`config.mk`:
```
export PLATFORM = sky130hd
export DESIGN_NAME = imem_byte_loader
export DESIGN_NICKNAME = d
export VERILOG_FILES = /design/src/rtl/imem_byte_loader.sv
export SDC_FILE = /design/constraint.sdc
export NUM_CORES = 1
export LEC_CHECK = 0
export CAP_MARGIN = 40
export CORE_MARGIN = 2
export CORE_UTILIZATION = 30
export DETAILED_ROUTE_END_ITERATION = 16
export PLACE_DENSITY = 0.55
export SYNTH_ARGS = -nofsm -noshare
export SYNTH_HDL_FRONTEND = slang
export SYNTH_SLANG_ARGS = --single-unit
```
`constraint.sdc`:
```
create_clock -name sys_clk -period 2.28 [get_ports sys_clk]
set_clock_uncertainty 0.1 [all_clocks]
set_input_delay 0.456 -clock sys_clk [delete_from_list [all_inputs] [get_ports sys_clk]]
set_output_delay 0.456 -clock sys_clk [all_outputs]
set_load 0.01 [all_outputs]
```
`src/rtl/imem_byte_loader.sv`:
```
// imem_byte_loader
//   Writer side of the instruction-memory image path. Packs a little-endian
//   program byte stream (valid/ready) into 32-bit word writes for the
//   instruction memory, so benches and boot logic can load images without
//   a file-based memory preload.
//
// Ports
//   sys_clk    in   clock
//   sys_rst    in   synchronous, active-high reset
//   start      in   1-cycle pulse: begin a load at base_addr (ignored while busy)
//   base_addr  in   start byte address; bits [1:0] are forced to 0
//   s_valid    in   stream byte valid
//   s_data     in   stream byte
//   s_last     in   final byte of the image
//   s_ready    out  loader accepts a byte this cycle
//   mem_we     out  word write request
//   mem_addr   out  word-aligned byte address of the write
//   mem_wdata  out  byte k of the word in bits [8k+7:8k]; unfilled lanes are 0
//   mem_wstrb  out  lane enables
//   mem_ready  in   memory accepts the write this cycle
//   busy       out  load in progress
//   done       out  1-cycle pulse at the end of a load
//   err        out  sticky overflow flag, cleared by the next start
//   csum       out  wrapping byte sum of the load (0 when the option is off)
//
// Build option
//   IMEM_LOADER_CSUM_EN  when defined, csum is the 32-bit wrapping sum of every
//                        accepted byte; otherwise csum is tied to zero.

module imem_byte_loader #(
    parameter int unsigned ADDR_W    = 14,
    parameter int unsigned MEM_BYTES = 16384
) (
    input  logic              sys_clk,
    input  logic              sys_rst,
    input  logic              start,
    input  logic [ADDR_W-1:0] base_addr,
    input  logic              s_valid,
    input  logic [7:0]        s_data,
    input  logic              s_last,
    output logic              s_ready,
    output logic              mem_we,
    output logic [ADDR_W-1:0] mem_addr,
    output logic [31:0]       mem_wdata,
    output logic [3:0]        mem_wstrb,
    input  logic              mem_ready,
    output logic              busy,
    output logic              done,
    output logic              err,
    output logic [31:0]       csum
);

    // One extra address bit so the running address can reach MEM_BYTES
    // without wrapping back into the memory.
    localparam int unsigned AddrExtW = ADDR_W + 1;

    typedef enum logic [2:0] {
        StIdle,
        StRecv,
        StWrite,
        StDrain,
        StDone
    } state_e;

    state_e              state_q, state_d;
    logic [AddrExtW-1:0] addr_q, addr_d;
    logic [1:0]          lane_q, lane_d;
    logic [3:0]          strb_q, strb_d;
    logic [31:0]         data_q, data_d;
    logic                last_q, last_d;
    logic                err_q, err_d;

    logic byte_xfer;
    logic word_end;
    logic addr_ovf;

    // The low address bits are discarded by design.
    logic unused_base_lsbs;
    assign unused_base_lsbs = ^base_addr[1:0];

    // Bytes are consumed both while packing and while draining after overflow.
    assign byte_xfer = s_valid && ((state_q == StRecv) || (state_q == StDrain));
    assign word_end  = s_valid && (state_q == StRecv) && ((lane_q == 2'd3) || s_last);
    assign addr_ovf  = (addr_q >= AddrExtW'(MEM_BYTES));

    // ------------------------------------------------------------------
    // State register
    // ------------------------------------------------------------------
    always_ff @(posedge sys_clk) begin
        if (sys_rst) begin
            state_q <= StIdle;
        end else begin
            state_q <= state_d;
        end
    end

    // ------------------------------------------------------------------
    // Next-state logic
    // ------------------------------------------------------------------
    always_comb begin
        state_d = state_q;
        case (state_q)
            StIdle: begin
                if (start) begin
                    state_d = StRecv;
                end
            end
            StRecv: begin
                if (word_end) begin
                    // An out-of-range word is never written; keep swallowing
                    // the stream until its last byte.
                    if (addr_ovf) begin
                        state_d = s_last ? StDone : StDrain;
                    end else begin
                        state_d = StWrite;
                    end
                end
            end
            StWrite: begin
                if (mem_ready) begin
                    state_d = last_q ? StDone : StRecv;
                end
            end
            StDrain: begin
                if (s_valid && s_last) begin
                    state_d = StDone;
                end
            end
            StDone: begin
                state_d = StIdle;
            end
            default: begin
                state_d = StIdle;
            end
        endcase
    end

    // ------------------------------------------------------------------
    // Output decode (state only, so mem_ready never reaches an output)
    // ------------------------------------------------------------------
    always_comb begin
        s_ready = 1'b0;
        mem_we  = 1'b0;
        busy    = 1'b0;
        done    = 1'b0;
        case (state_q)
            StRecv, StDrain: begin
                s_ready = 1'b1;
                busy    = 1'b1;
            end
            StWrite: begin
                mem_we = 1'b1;
                busy   = 1'b1;
            end
            StDone: begin
                done = 1'b1;
            end
            default: begin
            end
        endcase
    end

    assign mem_addr  = addr_q[ADDR_W-1:0];
    assign mem_wdata = data_q;
    assign mem_wstrb = strb_q;
    assign err       = err_q;

    // ------------------------------------------------------------------
    // Word packing datapath
    // ------------------------------------------------------------------
    always_comb begin
        addr_d = addr_q;
        lane_d = lane_q;
        strb_d = strb_q;
        data_d = data_q;
        last_d = last_q;
        err_d  = err_q;
        case (state_q)
            StIdle: begin
                if (start) begin
                    addr_d = {1'b0, base_addr[ADDR_W-1:2], 2'b00};
                    lane_d = 2'd0;
                    strb_d = 4'b0000;
                    data_d = 32'h0;
                    last_d = 1'b0;
                    err_d  = 1'b0;
                end
            end
            StRecv: begin
                if (s_valid) begin
                    data_d[{lane_q, 3'b000} +: 8] = s_data;
                    strb_d[lane_q]                = 1'b1;
                    lane_d                        = lane_q + 2'd1;
                    last_d                        = s_last;
                    if (word_end && addr_ovf) begin
                        err_d  = 1'b1;
                        lane_d = 2'd0;
                        strb_d = 4'b0000;
                        data_d = 32'h0;
                    end
                end
            end
            StWrite: begin
                if (mem_ready) begin
                    addr_d = addr_q + AddrExtW'(4);
                    lane_d = 2'd0;
                    strb_d = 4'b0000;
                    data_d = 32'h0;
                end
            end
            default: begin
            end
        endcase
    end

    always_ff @(posedge sys_clk) begin
        if (sys_rst) begin
            addr_q <= '0;
            lane_q <= 2'd0;
            strb_q <= 4'b0000;
            data_q <= 32'h0;
            last_q <= 1'b0;
            err_q  <= 1'b0;
        end else begin
            addr_q <= addr_d;
            lane_q <= lane_d;
            strb_q <= strb_d;
            data_q <= data_d;
            last_q <= last_d;
            err_q  <= err_d;
        end
    end

    // ------------------------------------------------------------------
    // Optional checksum
    // ------------------------------------------------------------------
`ifdef IMEM_LOADER_CSUM_EN
    logic [31:0] csum_q, csum_d;

    always_comb begin
        csum_d = csum_q;
        if ((state_q == StIdle) && start) begin
            csum_d = 32'h0;
        end else if (byte_xfer) begin
            csum_d = csum_q + {24'h0, s_data};
        end
    end

    always_ff @(posedge sys_clk) begin
        if (sys_rst) begin
            csum_q <= 32'h0;
        end else begin
            csum_q <= csum_d;
        end
    end

    assign csum = csum_q;
`else
    logic unused_xfer;
    assign unused_xfer = byte_xfer;
    assign csum        = 32'h0;
`endif

endmodule

```
==> results_dict.tcl <==
set metrics [dict create \
    holdPathEnd "last_q$_SDFFE_PP0P_" \
    setup_tns_ps 0 \
    ant_nets 0 \
    grt_pass1_wl_mm 13.8 \
    netlist_instances 384 \
    fin_cells 604 \
    period_needed_ps 2180 \
    dieArea_um2 11600 \
    gp_congestion 0.804 \
    root_buffer "clkbuf_8" \
    cts_tree "done" \
    regToRegEndpoint "mem_wdata[29]$_SDFFE_PP0P_" \
    path_clk_slew_ps 100 \
    final_cell_mix "clkdlybuf4s50_1 (76), dfxtp_1 (55), nand2_1 (34), conb_1 (34), buf_4 (30)" \
    synth_edf_count 0 \
    grt_max_degree 25 \
    rrSetupSlack_ps 290 \
    clock_path_buffers 2 \
    min_from "last_q$_SDFFE_PP0P_" \
    hold_path_depth 2 \
    seqPwrFrac_pct 42.2 \
    grt-ovfl-total 0 \
    fmax_ghz 0.458 \
    postCtsSetupRepairBufs 0 \
    syn_area_per_cell_um2 8.44 \
    firstDrtPassIters 4 \
    core_area_um2 10400 \
    yosysWarnings 0 \
    drcViolationCount 0 \
    status "finished clean" \
    stdcell_area_um2 4220 \
    fin_crit_sh_pct 95.7 \
    numCtsBuffers 5 \
    drt_iter0_drc 64 \
    area_growth_pct 30.1 \
    nets 504 \
    setup_viol 0 \
    synth.yosys.seq_area_share_pct 34.6 \
    ys_ff_latch 56 \
    io_buffers 78 \
    first_global_vias 2779 \
    initial_utilization_pct 31.1 \
    via_count 2880 \
    rsz0062_at_grt "no" \
    final_common_cell "clkdlybuf4s50_1" \
    ios 115 \
    dp_hpwl_mm 6.57 \
    antenna_found_initial 0 \
    rows 37 \
    final_core_util_pct 40.5 \
    cellPowerDensity_nw_per_um2 622 \
    yosysUniqueCellTypes 59 \
    critPathKind "reg2out" \
    reg2reg_from "lane_q[1]$_SDFFE_PP0P_" \
    htree_num_levels 2 \
    dp.cells 596 \
    clkPwrFrac_pct 22.5 \
    grt_use_total_pct 14.8 \
    cp-end-kind "output port" \
    ir_worst_vdd_uv 288 \
    cp.arrival_ps 1630 \
    dieHeight_um 108 \
    vias_per_cell 4.77 \
    rr_worst_depth 6 \
    combPwrFrac_pct 35.2 \
    wl_per_cell_um 14.2 \
    drv_cap 0 \
    worstSkewPairLatency_ps 310 \
    synth_area_um2 3240 \
    p_leak_nw 1.57 \
    p_sw_mw 0.916 \
    worstPathRequired_ps 1720 \
    hold_viol 0 \
    drt_wl_total_mm 8.56 \
    min_path_type "reg2reg" \
    p_int_mw 1.71 \
    final_max_slew_viol_count 0 \
    drive_gt1_share_pct 12.8 \
    dieWidth_um 108 \
    synth_flop_cell "dfxtp_1" \
    clock-sinks 56 \
    async_reset_ff_share_pct 0 \
    n_antenna_cell 0 \
    worstPathMaxFanout 8 \
    holdBufCountCts 0 \
    dpl_cell_area_um2 4110 \
    switching_share_pct 34.9 \
    cp-start-kind "register" \
]
-- through the flow --
stage / setup slack [ps] / power, mW / hold slack, ps
2_1_floorplan: 344 / 1.72 / 332
4_1_cts: 40.4 / 2.65 / 375
3_3_place_gp: -4.88 / 2.04 / 350
6_report: 98.7 / 2.62 / 369
3_5_place_dp: -27.2 / 2.05 / 354
5_1_grt: 4.19 / 2.79 / 400
-- how the worst max path moves through the flow --
stage                            startpoint                   endpoint  slack [ps]
finish              state_q[2]$_SDFFE_PP0P_                     mem_we         100
global placement                    s_valid  mem_wdata[1]$_SDFFE_PP0P_          -5
global route        state_q[1]$_SDFFE_PP0P_                       busy           4
CTS                 state_q[1]$_SDFFE_PP0P_                       done          40
floorplan            addr_q[2]$_SDFFE_PP0P_    addr_q[14]$_SDFFE_PP0P_         340
detailed placement                  s_valid  mem_wdata[1]$_SDFFE_PP0P_         -30
-- per-layer routing --
layer / track usage, % / vias up / wire [um]
met1: 19.0 / 1325 / 3880
li1: - / 1442 / -
met3: 3.45 / 8 / 556
met4: 3.57 / 0 / 82
met5: 0 / - / 0
met2: 25.0 / 105 / 4040
-- timing repair --
item,4_1_cts,5_1_grt
endpoints found under the setup margin,1,3
cloned,0,0
resized for setup,1,3
-- power groups by stage --
stage / Sequential, mW / Clock (mW) / Combinational (mW)
finish: 1.11 / 0.591 / 0.925
floorplan: 1.12 / 0 / 0.601
global placement: 1.13 / 0 / 0.910
global route: 1.12 / 0.654 / 1.02
detailed placement: 1.13 / 0 / 0.921
CTS: 1.11 / 0.616 / 0.925
-- worst max-delay path, stage by stage (launching register included) --
cell	delay [ps]
dfxtp_1	420
nor3b_4	300
clkdlybuf4s50_1	600
-- flip-flops by register name, indices dropped and copies added, names as in the netlist --
signal	count
state_q	3
mem_wdata	32
mem_wstrb	4
addr_q	13
last_q	1
err	1
lane_q	2
-- cell type report --
class	count	area, um2
clock buffers	5	68.8
clock inverters	3	27.5
fillers	1070	6200
inverters	8	30.0
multi-input cells	286	1760
flip-flops and latches	56	1120
well taps	136	170
repair buffers	110	1030
-- cell usage after synthesis, types with 8 or more instances --
master / n / share of area [%]
a22o_1: 9 / 2.4
inv_1: 8 / 0.93
nor2b_1: 17 / 3.3
mux2i_1: 10 / 3.1
nand2_1: 34 / 3.9
clkbuf_1: 12 / 1.4
nand3_1: 9 / 1.4
dfxtp_1: 56 / 35
buf_4: 47 / 11
o21ai_0: 26 / 4.0
nor2_1: 18 / 2.1
nand2b_1: 12 / 2.3
a21oi_1: 24 / 3.7
ha_1: 9 / 3.5
-- cells by family after synthesis --
group | synth area share (%)
flip-flops | 34.6
buffers and inverters | 15.0
multiplexers | 4.13
adder cells (fa/ha/maj) | 3.48
AO/OA/AOI/OAI | 16.5
other | 0.116
AND/OR/NAND/NOR | 26.1
No activity file was read; power rests on OpenSTA's default activity.
